$ cat src/rtl/id_ex_pipe.sv
// ID/EX pipeline register with stall hold, flush, load-use bubble
// insertion and a saturating bubble counter.
//
// Ports:
//   clk, rst          core clock, async active-high reset
//   stall, flush      hold request / kill request for the EX slot
//   id_*              decoded instruction presented by ID
//   ex_*              registered copy presented to EX
//   hazard_stall      load-use stall request to PC and IF/ID
//   bubble_cnt        saturating count of load-use bubbles
module id_ex_pipe #(
  parameter int DATA_WIDTH = 32,
  parameter int CNT_WIDTH  = 16
) (
  input  logic                  clk,
  input  logic                  rst,
  input  logic                  stall,
  input  logic                  flush,
  input  logic                  id_valid,
  input  logic [DATA_WIDTH-1:0] id_pc,
  input  logic [DATA_WIDTH-1:0] id_rd1,
  input  logic [DATA_WIDTH-1:0] id_rd2,
  input  logic [DATA_WIDTH-1:0] id_imm,
  input  logic [4:0]            id_rs1,
  input  logic [4:0]            id_rs2,
  input  logic [4:0]            id_rd,
  input  logic [2:0]            id_funct3,
  input  logic [3:0]            id_alu_op,
  input  logic                  id_alu_src,
  input  logic [1:0]            id_wb_sel,
  input  logic                  id_reg_we,
  input  logic                  id_mem_re,
  input  logic                  id_mem_we,
  input  logic                  id_branch,
  input  logic                  id_jump,
  output logic                  ex_valid,
  output logic [DATA_WIDTH-1:0] ex_pc,
  output logic [DATA_WIDTH-1:0] ex_rd1,
  output logic [DATA_WIDTH-1:0] ex_rd2,
  output logic [DATA_WIDTH-1:0] ex_imm,
  output logic [4:0]            ex_rs1,
  output logic [4:0]            ex_rs2,
  output logic [4:0]            ex_rd,
  output logic [2:0]            ex_funct3,
  output logic [3:0]            ex_alu_op,
  output logic                  ex_alu_src,
  output logic [1:0]            ex_wb_sel,
  output logic                  ex_reg_we,
  output logic                  ex_mem_re,
  output logic                  ex_mem_we,
  output logic                  ex_branch,
  output logic                  ex_jump,
  output logic                  hazard_stall,
  output logic [CNT_WIDTH-1:0]  bubble_cnt
);

  typedef struct packed {
    logic                  valid;
    logic [DATA_WIDTH-1:0] pc;
    logic [DATA_WIDTH-1:0] rd1;
    logic [DATA_WIDTH-1:0] rd2;
    logic [DATA_WIDTH-1:0] imm;
    logic [4:0]            rs1;
    logic [4:0]            rs2;
    logic [4:0]            rd;
    logic [2:0]            funct3;
    logic [3:0]            alu_op;
    logic                  alu_src;
    logic [1:0]            wb_sel;
    logic                  reg_we;
    logic                  mem_re;
    logic                  mem_we;
    logic                  branch;
    logic                  jump;
  } id_ex_t;

  id_ex_t               id_pkt;
  id_ex_t               ex_d, ex_q;
  logic [CNT_WIDTH-1:0] cnt_d, cnt_q;
  logic                 rd_match;

  assign id_pkt = '{
    valid:   id_valid,
    pc:      id_pc,
    rd1:     id_rd1,
    rd2:     id_rd2,
    imm:     id_imm,
    rs1:     id_rs1,
    rs2:     id_rs2,
    rd:      id_rd,
    funct3:  id_funct3,
    alu_op:  id_alu_op,
    alu_src: id_alu_src,
    wb_sel:  id_wb_sel,
    reg_we:  id_reg_we,
    mem_re:  id_mem_re,
    mem_we:  id_mem_we,
    branch:  id_branch,
    jump:    id_jump
  };

  assign rd_match = (ex_q.rd == id_rs1)
                  | (ex_q.rd == id_rs2);

  // x0 never carries a dependency, so a load to x0 never stalls.
  assign hazard_stall = ex_q.valid
                      & ex_q.mem_re
                      & (ex_q.rd != 5'd0)
                      & id_valid
                      & rd_match;

  // Conditions may overlap (flush with stall), so priority, not unique.
  always_comb begin
    ex_d  = ex_q;
    cnt_d = cnt_q;
    priority case (1'b1)
      flush: ex_d = '0;
      stall: ex_d = ex_q;
      hazard_stall: begin
        ex_d = '0;
        if (cnt_q != {CNT_WIDTH{1'b1}})
          cnt_d = cnt_q + CNT_WIDTH'(1);
      end
      default: ex_d = id_pkt;
    endcase
  end

  always_ff @(posedge clk or posedge rst) begin
    if (rst) begin
      ex_q  <= '0;
      cnt_q <= '0;
    end else begin
      ex_q  <= ex_d;
      cnt_q <= cnt_d;
    end
  end

  assign ex_valid   = ex_q.valid;
  assign ex_pc      = ex_q.pc;
  assign ex_rd1     = ex_q.rd1;
  assign ex_rd2     = ex_q.rd2;
  assign ex_imm     = ex_q.imm;
  assign ex_rs1     = ex_q.rs1;
  assign ex_rs2     = ex_q.rs2;
  assign ex_rd      = ex_q.rd;
  assign ex_funct3  = ex_q.funct3;
  assign ex_alu_op  = ex_q.alu_op;
  assign ex_alu_src = ex_q.alu_src;
  assign ex_wb_sel  = ex_q.wb_sel;
  assign ex_reg_we  = ex_q.reg_we;
  assign ex_mem_re  = ex_q.mem_re;
  assign ex_mem_we  = ex_q.mem_we;
  assign ex_branch  = ex_q.branch;
  assign ex_jump    = ex_q.jump;
  assign bubble_cnt = cnt_q;

endmodule

$ cat config.mk
export PLATFORM = sky130hd
export DESIGN_NAME = id_ex_pipe
export DESIGN_NICKNAME = d
export VERILOG_FILES = /design/src/rtl/id_ex_pipe.sv
export SDC_FILE = /design/constraint.sdc
export NUM_CORES = 1
export LEC_CHECK = 0
export ABC_AREA = 1
export CAP_MARGIN = 25
export CORE_MARGIN = 4
export CORE_UTILIZATION = 43
export DETAILED_ROUTE_END_ITERATION = 6
export GPL_ROUTABILITY_DRIVEN = 0
export PLACE_DENSITY_LB_ADDON = 0.15
export SKIP_CTS_REPAIR_TIMING = 1
export SLEW_MARGIN = 25
export SYNTH_ARGS = -nofsm -noshare
export SYNTH_HDL_FRONTEND = slang
export SYNTH_SLANG_ARGS = --single-unit
export TNS_END_PERCENT = 5
$ cat constraint.sdc
create_clock -name clk -period 6.9 [get_ports clk]
set_clock_uncertainty 0.2 [all_clocks]
set_input_delay 1.38 -clock clk [delete_from_list [all_inputs] [get_ports clk]]
set_output_delay 1.38 -clock clk [all_outputs]
set_load 0.02 [all_outputs]
Word level (Yosys, flattened, before mapping):

Cells that the tools add are included.

* add/sub/neg operators: 1
* equality and inequality tests: 4
* multiplexer cells: 3
* bitwise logic cells: 7
* reductions and logical operators: 2

Operators with widths (number)
* 2-to-1 mux 159 bit: 3
* adder 16 x 1 -> 16 bit, second input constant: 1
* != test 16 bit, second input constant: 1
* equality test 5 bit: 2
* nonzero test 5 bit: 1
* bitwise AND 1 bit: 4
* AND reduction 4 bit: 1
* != test 2 x 1 -> 1 bit, second input constant: 1
* inverter 1 bit: 2
* OR 1 bit: 1

* bits in registers: 175
* input port bits: 163
* output and inout port bits: 176
* logic and storage cells: 35

Depth between registers and ports, before layout:

* depth in word-level cells: 7
* depth in mapped cells: 11
* mapped depth without buffers: 10

Worst setup path before layout:

No wires, ideal clock.

* kind: input to output
* from: input id_rs2[0]
* to: output hazard_stall
* arrival: 2265 ps
* required time: 5320 ps
* setup slack: 3055 ps
* cell stages on the path: 9
* path buffers: 1
* cells stage by stage: nand2_1 inv_1 nor2_1 nor2_1 nand3_1 nand2_2 nand2_4 clkbuf_1 inv_1

* longest elaborated chain between the ends: 3

RTL lines
* start: declaration: line 25 `input logic [4:0] id_rs2,`
* equality test 5 bit: line 103 `| (ex_q.rd == id_rs2);`
* OR 1 bit: line 103
* bitwise AND 1 bit: line 110 `& rd_match;`
* end: declaration: line 53 `output logic hazard_stall,`

No other way between the ends.

Worst setup path after layout:

* from: input id_rs2[4]
* to: output hazard_stall

Same word-level chain as after synthesis.

==> results.sh <==
export IMPL_p_per_area_nw_per_um2=200
export IMPL_finalHoldViolCount=0
export IMPL_synth_ff_type="dfrtp_1"
export IMPL_grt_pass1_vias=7383
export IMPL_finalSetupViolations=0
export IMPL_ys_ff_latch=175
export IMPL_syn_inst=896
export IMPL_syn_nets=1060
export IMPL_worstSetupPathType="in2out"
export IMPL_hold_class="reg2reg"
export IMPL_numCtsBuffers=17
export IMPL_dr_pass1_iters=5
export IMPL_antenna_cells=0
export IMPL_clock_sinks=175
export IMPL_synth_cell_types=24
export IMPL_synth_area_leader_cell="dfrtp_1"
export IMPL_pin_count=339
export IMPL_clk_pin_slew_ns=0.06
export IMPL_row_count=50
export IMPL_initial_core_util=0.438
export IMPL_maxCapViolCount=0
export IMPL_path_max_fanout=98
export IMPL_die_h_um=146
export IMPL_setup_tns_ns=0
export IMPL_final_nets=1353
export IMPL_grt_ovfl_total=0
export IMPL_min_period_over_period=0.768
export IMPL_clock_latency_ns=0.43
export IMPL_track_usage=0.237
export IMPL_cp_arrival_ns=3.72
export IMPL_tightest_slew_ns=0.985
export IMPL_via_per_inst=5.22
export IMPL_final_min_clock_period_ns=5.30
export IMPL_synth_common_cells="nand2_1 (239), nand3_1 (239), dfrtp_1 (175)"
export IMPL_area_growth_pct=47.3
export IMPL_relSlewSlack=0.343
export IMPL_drc=0
export IMPL_synth_area_sq_um=8210
export IMPL_async_flop_share=1.00
export IMPL_synthDominantCellAreaShare=0.533
export IMPL_cts_tree="built"
export IMPL_cellLeakagePower_nw=5.72
export IMPL_htree_levels=4
export IMPL_antenna_found_initial=1
export IMPL_critPathMaxStageDelay_ns=0.62
export IMPL_avgSynthCellArea_sq_um=9.17
export IMPL_synth_edf_count=0
export IMPL_vias=7491
export IMPL_crit_chain="clkdlybuf4s50_1, inv_1, nand2_1, nand2_1, nor2_1, nand3_1, nand2_2, nand2_8, inv_1, clkdlybuf4s50_1"
export IMPL_ant_nets=0
export IMPL_cts_root_buf="clkbuf_16"
export IMPL_die_area_sq_um=21400
export IMPL_core_area_sq_um=18800
export IMPL_detail_route_wl_per_cell_um=18.0
export IMPL_status="complete, no violations"
export IMPL_fmax_mhz=189
export IMPL_drive_gt1_frac=0.116
export IMPL_cpMaxStageDelayCell="clkdlybuf4s50_1"
export IMPL_drt_iter0_markers=483
export IMPL_synthTopCellsByArea="dfrtp_1 (53%), nand3_1 (15%), nand3_2 (11%)"
export IMPL_worstPathRequired_ns=5.32
export IMPL_routed_wl_um=25800
export IMPL_io_buffer_count=338
export IMPL_endpoint_kind="output pin"
export IMPL_fin_hold_ws_ns=0.302
export IMPL_ys_seq_area_frac=0.533
export IMPL_die_x_um=146
export IMPL_clockBufferDepth=2
export IMPL_grt_max_degree=107
export IMPL_drv_slew=0
export IMPL_yosysWarnings=0
export IMPL_dp_hpwl_um=17500
export IMPL_grt_first_pass_wirelength_um=41000
export IMPL_start_kind="primary input"
export IMPL_ir_drop_uv=163
export IMPL_rsz0062_at_grt="no"
[flip-flops by register name (all words and copies together) (netlist names)]
| register | cells |
|---|---|
| ex_mem_re | 1 |
| ex_reg_we | 1 |
| ex_funct3 | 3 |
| ex_rs2 | 5 |
| ex_rd | 5 |
| ex_branch | 1 |
| ex_mem_we | 1 |
| ex_alu_src | 1 |
| ex_rd1 | 32 |
| ex_wb_sel | 2 |
| bubble_cnt | 16 |
| ex_rs1 | 5 |
| ex_pc | 32 |
| ex_valid | 1 |
| ex_alu_op | 4 |
| ex_imm | 32 |
| ex_rd2 | 32 |
| ex_jump | 1 |
[area by class of cell]
class,count,area (sq um)
clock buffers,20,437
clock inverters,12,86.3
fillers,1603,6670
inverters,29,121
multi-input cells,622,3340
flip-flops and latches,175,4380
well taps,234,293
repair buffers,344,3450
[metal layers]
metal / GRT usage / up-vias / part of all wire
met1: 0.308 / 3603 / 0.42
met4: 0.0781 / 2 / 0.026
met3: 0.0764 / 40 / 0.076
met5: 0 / - / 0.00031
li1: - / 3571 / -
met2: 0.379 / 275 / 0.48
[power by group]
group / switching (W) / total (W) / internal [W]
Combinational: 0.000222 / 0.000430 / 0.000208
Clock: 0.000413 / 0.000876 / 0.000463
Sequential: 0.0000308 / 0.00111 / 0.00108
[metrics by stage]
stage,utilization,total power [W],setup slack (ns),area (sq um),std cells
6_report,0.645,0.00241,1.60,12100,1436
3_3_place_gp,0.616,0.00156,1.64,11600,1404
3_5_place_dp,0.617,0.00156,1.59,11600,1404
5_1_grt,0.645,0.00251,1.38,12100,1436
2_1_floorplan,-,0.00131,0.575,8210,896
4_1_cts,0.645,0.00244,1.59,12100,1436
[worst paths after layout]
| path | to | from | slack, ns | depth (start not counted) |
|---|---|---|---|---|
| worst min register to register | ex_rd2[21] | ex_rd2[21] | 0.30 | 2 |
| worst max register to register | ex_rd1[14] | ex_rd[4] | 3.91 | 10 |
| worst max-delay path | hazard_stall | id_rs2[4] | 1.60 | 10 |
| min in group asynchronous | ex_rd2[29] | rst | 1.30 | 2 |
| max in group asynchronous | ex_imm[11] | rst | 3.95 | 3 |
| worst min-delay path | ex_rd2[21] | ex_rd2[21] | 0.30 | 2 |
[cell usage in the layout, fill, tap and decap left out, types with 2 or more instances in the layout]
cell / synthesis / final
buf_4: 1 / 4
clkinvlp_4: 0 / 3
nand3_2: 90 / 90
nand2_1: 239 / 239
inv_2: 6 / 5
buf_6: 1 / 2
nor2_1: 22 / 22
inv_6: 0 / 6
clkbuf_1: 36 / 3
nand3_1: 239 / 239
inv_1: 23 / 21
o21ai_0: 5 / 5
xor2_1: 5 / 5
clkbuf_16: 0 / 17
dfrtp_1: 175 / 175
xnor2_1: 9 / 9
nand4_1: 6 / 6
clkdlybuf4s50_1: 0 / 337
clkinv_2: 0 / 4
[critical path: cells and delay by family]
family / cells / cell delay (ns)
buffers and inverters: 4 / 1.35
and+or+nand+nor: 6 / 0.94
[cells by family (layout without fill, tap and decap cells)]
kind of cell               count (synthesis)  count (layout)  share of synthesized area
adders and majority gates                  1               1                    0.00152
DFF                                      175             175                      0.533
buffers and inverters                     99             405                     0.0617
AOI/OAI and AO/OA                          6               6                    0.00396
and+or+nand+nor                          601             601                      0.385
xor gates and xnor gates                  14              14                     0.0149
(Power assumes the default switching activity.)
